## src/rtl/bcd_pkg.sv

```systemverilog
// Shared types and constants for the sequential double-dabble converter.
package bcd_pkg;

  typedef enum logic [1:0] {IDLE, SHIFT, DONE} state_e;

  localparam int DIGIT_W    = 4;
  localparam int ADJ_THRESH = 5;
  localparam int ADJ_ADD    = 3;

  // Decimal digits needed for 2^bin_w - 1. 2^n is never a power of ten for n >= 1,
  // so its digit count equals floor(n*log10(2)) + 1.
  function automatic int min_digits(input int bin_w);
    return (bin_w * 30103) / 100000 + 1;
  endfunction

endpackage

```

## src/rtl/bcd_digit_adj.sv

```systemverilog
// One double-dabble adjust cell: a BCD digit of 5 or more gets +3 before the shift.
module bcd_digit_adj
  import bcd_pkg::*;
(
  input  logic [DIGIT_W-1:0] d_i,
  output logic [DIGIT_W-1:0] d_o
);

  always_comb begin
    d_o = d_i;
    if (d_i >= DIGIT_W'(ADJ_THRESH)) d_o = d_i + DIGIT_W'(ADJ_ADD);
  end

endmodule

```

## src/rtl/bcd_seq_convert.sv

```systemverilog
// Iterative binary-to-BCD converter, one input bit per clock, valid/ready on both sides.
// Optional BCD_SEQ_SKIP_LZ_EN: skip leading zeros of the input to shorten the conversion.
module bcd_seq_convert
  import bcd_pkg::*;
#(
  parameter int BIN_W  = 8,
  parameter int DIGITS = 3
) (
  input  logic                      clk,
  input  logic                      rst,
  input  logic                      in_valid,
  output logic                      in_ready,
  input  logic [BIN_W-1:0]          in_bin,
  output logic                      out_valid,
  input  logic                      out_ready,
  output logic [DIGIT_W*DIGITS-1:0] out_bcd,
  output logic                      busy
);

  localparam int BCD_W = DIGIT_W * DIGITS;
  localparam int CNT_W = $clog2(BIN_W + 1);
  localparam int SR_W  = BCD_W + BIN_W;

  if (BIN_W < 1) begin : g_bad_bin_w
    $error("bcd_seq_convert: BIN_W must be >= 1");
  end
  if (DIGITS < min_digits(BIN_W)) begin : g_bad_digits
    $error("bcd_seq_convert: DIGITS too small for BIN_W");
  end

  state_e                           state_q, state_d;
  logic [DIGITS-1:0][DIGIT_W-1:0]   bcd_q, bcd_d, bcd_adj;
  logic [BIN_W-1:0]                 bin_q, bin_d, bin_load;
  logic [CNT_W-1:0]                 cnt_q, cnt_d, cnt_load;
  logic [SR_W-1:0]                  sr_next;

  for (genvar g = 0; g < DIGITS; g++) begin : g_adj
    bcd_digit_adj u_adj (
      .d_i (bcd_q[g]),
      .d_o (bcd_adj[g])
    );
  end

`ifdef BCD_SEQ_SKIP_LZ_EN
  logic [CNT_W-1:0] lz;
  logic             lz_found;

  always_comb begin
    lz       = '0;
    lz_found = 1'b0;
    for (int i = BIN_W - 1; i >= 0; i--) begin
      if (!lz_found) begin
        if (in_bin[i]) lz_found = 1'b1;
        else           lz       = lz + CNT_W'(1);
      end
    end
  end

  // Leading zeros contribute nothing to the BCD value, so they are shifted out up front.
  assign bin_load = in_bin << lz;
  assign cnt_load = CNT_W'(BIN_W) - lz;
`else
  assign bin_load = in_bin;
  assign cnt_load = CNT_W'(BIN_W);
`endif

  assign in_ready  = (state_q == IDLE) && !rst;
  assign out_valid = (state_q == DONE);
  assign busy      = (state_q != IDLE);
  assign out_bcd   = bcd_q;

  always_comb begin
    state_d = state_q;
    bcd_d   = bcd_q;
    bin_d   = bin_q;
    cnt_d   = cnt_q;
    // Adjust-then-shift; the top BCD bit falls off, which the DIGITS check makes unreachable.
    sr_next = {bcd_adj, bin_q} << 1;
    case (state_q)
      IDLE: begin
        if (in_valid && in_ready) begin
          bin_d   = bin_load;
          bcd_d   = '0;
          cnt_d   = cnt_load;
          state_d = (cnt_load == '0) ? DONE : SHIFT;
        end
      end
      SHIFT: begin
        {bcd_d, bin_d} = sr_next;
        cnt_d          = cnt_q - CNT_W'(1);
        if (cnt_q == CNT_W'(1)) state_d = DONE;
      end
      DONE: begin
        if (out_ready) state_d = IDLE;
      end
      default: state_d = IDLE;
    endcase
  end

  always_ff @(posedge clk) begin
    if (rst) begin
      state_q <= IDLE;
      bcd_q   <= '0;
      bin_q   <= '0;
      cnt_q   <= '0;
    end else begin
      state_q <= state_d;
      bcd_q   <= bcd_d;
      bin_q   <= bin_d;
      cnt_q   <= cnt_d;
    end
  end

endmodule

```

## config.mk

```make
export PLATFORM = sky130hd
export DESIGN_NAME = bcd_seq_convert
export DESIGN_NICKNAME = d
export VERILOG_FILES = /design/src/rtl/bcd_pkg.sv /design/src/rtl/bcd_digit_adj.sv /design/src/rtl/bcd_seq_convert.sv
export SDC_FILE = /design/constraint.sdc
export NUM_CORES = 1
export LEC_CHECK = 0
export ABC_AREA = 1
export BUFFER_PORTS_ARGS = -buffer_cell sky130_fd_sc_hd__buf_4
export CORE_MARGIN = 2
export CORE_UTILIZATION = 40
export CTS_BUF_LIST = sky130_fd_sc_hd__clkbuf_4 sky130_fd_sc_hd__clkbuf_8 sky130_fd_sc_hd__clkbuf_16
export CTS_CLUSTER_DIAMETER = 50
export CTS_CLUSTER_SIZE = 30
export DETAILED_ROUTE_END_ITERATION = 7
export PLACE_DENSITY = 0.7
export REMOVE_ABC_BUFFERS = 1
export SYNTH_ARGS = -nofsm -noshare
export SYNTH_HDL_FRONTEND = slang
export SYNTH_SLANG_ARGS = --single-unit
```

## constraint.sdc

```tcl
create_clock -name clk -period 1.35 [get_ports clk]
set_clock_uncertainty 0.2 [all_clocks]
set_input_delay 0 -clock clk [delete_from_list [all_inputs] [get_ports clk]]
set_output_delay 0 -clock clk [all_outputs]
set_load 0.005 [all_outputs]
```

==> run summary <==
=================================================================================
Outcome ............................................................ finished with violations
Violated checks .................................................... negative hold slack, negative setup slack
Number of antenna violations at the first check in global routing ..            0
Register bit count reported by yosys ...............................           26
Routed len/inst ....................................................      11.2 um
Count of final max-slew check failures .............................            0
Root cell of the clock tree ........................................ sky130_fd_sc_hd__clkbuf_4
Layout overhead on the synthesized area ............................        50.2%
Die outline height .................................................      63.5 um
Fraction of power consumed by the clock network ....................        19.3%
Number of DRC violations after detailed routing ....................            0
Number of hold buffers added after cts .............................           11
Proportion of synthesized chip area in sequential cells ............        36.7%
Max_cap viols ......................................................            0
PD cells ...........................................................   835 nW/um2
Cell area after synthesis ..........................................     1420 um2
Final-layout worst hold slack ......................................    -0.129 ns
Count of non-filler cells in the finished layout ...................          312
Internal reg-to-reg setup slack ....................................    -0.008 ns
Clock tree from TritonCTS ..........................................         done
DR vias/cell .......................................................         4.79
Type of element launching the critical path ........................     register
Overall via count from detail_route ................................         1496
Part of the power in combinational logic ...........................        31.0%
Num CTS Buffers ....................................................            3
Number of standard-cell rows in the floorplan ......................           21
Cells after DPL ....................................................          296
Clock tree sinks ...................................................           26
Cell Area, Placed ..................................................     1770 um2
Starting utilization of the core area ..............................        42.2%
Fraction of layout cells with a size suffix above 1 ................        38.7%
Nets ...............................................................          288
Slew at the pin closest to its max-slew limit ......................     0.292 ns
Core Footprint .....................................................     3360 um2
Most used cells in the layout excluding fill and tap cells ......... 53 x sky130_fd_sc_hd__nand2_1, 44 x sky130_fd_sc_hd__buf_4, 18 x sky130_fd_sc_hd__nor2_1
Final critical-path share of the clock period ......................         101%
Fraction of post-synthesis cell area in the top cell type by area ..        36.7%
Total routing resource utilization after global routing ............        16.6%
Post-route standard cell area excluding fillers ....................     2130 um2
Pre-CTS setup slack ................................................   -0.0602 ns
Critical path fanouts, max .........................................            8
Sum of overflow across all layers after global routing .............            0
Horizontal die dimension ...........................................      63.5 um
Number of detailed-routing iterations run before antenna repair ....            4
Number of synthesis warnings .......................................            0
Setup repair after global routing missed its margin ................          yes
Via count of the first global-routing pass .........................         1285
Placed wire-length estimate after detailed placement ...............      2180 um
Peak supply drop ...................................................     0.756 mV
Wire length of the first global-routing pass .......................      5400 um
Class of the most critical setup path ..............................      reg2reg
Final setup vio count ..............................................            1
CP Data Arrival Time ...............................................      1.39 ns
Average cell area after synthesis ..................................     6.72 um2
IO buf count .......................................................           26
Switching part of the total ........................................        32.8%
Worst-case headroom to the max-slew limit ..........................        80.5%
Main area contributors after synthesis ............................. sky130_fd_sc_hd__dfxtp_1 37%, sky130_fd_sc_hd__nand2_1 16%, sky130_fd_sc_hd__ha_1 7.1%
Final estimated routing congestion in global placement .............        0.835
Total design power .................................................      1.78 mW
Antenna Violating Nets Remaining ...................................            0
Pin count of the biggest net entering global routing ...............           21
Number of diodes added for antenna fixing ..........................            0
Setup TNS ..........................................................  -0.00779 ns
Routed wire length .................................................      3500 um
Iter 0 DRT Violations ..............................................           70
Cells after Synth ..................................................          211
Clock Pin Slew Worst Setup and Hold Paths ..........................      0.14 ns
Worst-case clock buffer depth ......................................            2
FMAX ...............................................................      736 MHz
Sw Pwr .............................................................       584 uW
Part of the total power dissipated in sequential elements ..........        49.7%
Shortest clock period the worst path allows after layout ...........      1.36 ns
Class of the tightest hold or removal check ........................       in2reg
P_leak .............................................................      1.05 nW
Most common cell after layout, fill and taps aside ................. sky130_fd_sc_hd__nand2_1
Hold violation count in the final report ...........................           16
Post-route worst setup slack .......................................  -0.00779 ns
Type of element capturing the critical path ........................     register
Deepest level of the CTS H-tree ....................................            1
Worst endpoint required time .......................................      1.39 ns
Source-to-sink clock delay at the later pin of the worst-skew pair .      0.33 ns
Internal power summed over all cells ...............................      1.19 mW
I/O pins ...........................................................           27
Cell taking the most area after synthesis .......................... sky130_fd_sc_hd__dfxtp_1
Post-synth cell types ..............................................           21
Die footprint ......................................................     4040 um2
=================================================================================
-- metrics by stage --
step                      utilization (%)  hold WS, ns
final                                63.3       -0.129
after global placement               52.5       0.0623
after detailed placement             52.5       0.0651
after global routing                 63.3       -0.133
after CTS                            58.1       -0.130
after floorplan                         -       -0.161
-- registers in the layout, summed over array words and instances, names as in the netlist --
signal,flops
bin_q,8
cnt_q,4
out_bcd,12
state_q,2
-- cells by family (layout without fill, tap and decap cells) --
group | Yosys count | after routing | synth area share, %
buffers and inverters | 35 | 90 | 11.7
and+or+nand+nor | 109 | 109 | 32.1
AOI/OAI and AO/OA | 33 | 33 | 12.4
adders and majority gates | 8 | 8 | 7.06
DFF | 26 | 26 | 36.7
-- synth_stat cells, drive strengths merged --
master,count
ha,8
o31ai,1
a21oi,16
nand4,6
or2,1
buf,7
nand3,16
nor2,24
inv,26
nor3,1
o211ai,3
dfxtp,26
nand2,61
clkbuf,2
o21ai,13
-- per-layer routing --
layer / GRT usage [%] / routed length, um
met5: 0 / 0
met2: 27.9 / 1760
met3: 3.39 / 136
met4: 4.89 / 31
met1: 21.3 / 1570
-- path summary, 6_finish.rpt --
kind,cells past startpoint,to,from
setup / recovery,7,out_bcd[8]$_SDFFE_PP0P_,state_q[0]$_SDFFE_PP0P_
setup reg to reg,7,out_bcd[8]$_SDFFE_PP0P_,state_q[0]$_SDFFE_PP0P_
hold / removal,3,cnt_q[1]$_SDFFE_PP0P_,rst
hold reg to reg,2,out_bcd[0]$_SDFFE_PP0P_,bin_q[7]$_SDFFE_PP0P_
-- power groups by stage --
| stage | Combinational (mW) | Sequential, mW | Clock (mW) |
|---|---|---|---|
| finish | 0.551 | 0.883 | 0.344 |
| global placement | 0.438 | 0.885 | 0 |
| global route | 0.619 | 0.892 | 0.376 |
| detailed placement | 0.443 | 0.885 | 0 |
| floorplan | 0.251 | 0.880 | 0 |
| CTS | 0.477 | 0.873 | 0.353 |
-- final cells by class --
cell class              count  area (um2)
fillers                   305        1230
multi-input cells         150         896
flip-flops and latches     26         538
repair buffers             61         508
inverters                  26         108
well taps                  46        57.6
clock buffers               3        22.5
-- what timing repair did --
item | 4_1_cts | 5_1_grt
pin swaps | 3 | 25
hold endpoints to repair | 26 | 16
setup buffers | 1 | 2
endpoints found under the setup margin | 20 | 24
gates resized for setup | 21 | 54
-- critical path, cell delays in order, from the launching register on --
cell	delay [ns]
sky130_fd_sc_hd__dfxtp_4	0.39
sky130_fd_sc_hd__nor2_4	0.15
sky130_fd_sc_hd__nand3_4	0.11
sky130_fd_sc_hd__nand2_4	0.12
sky130_fd_sc_hd__buf_6	0.14
sky130_fd_sc_hd__nor2_2	0.03
sky130_fd_sc_hd__nor2_1	0.07
sky130_fd_sc_hd__nor2_1	0.04
No activity file was read; power rests on OpenSTA's default activity.
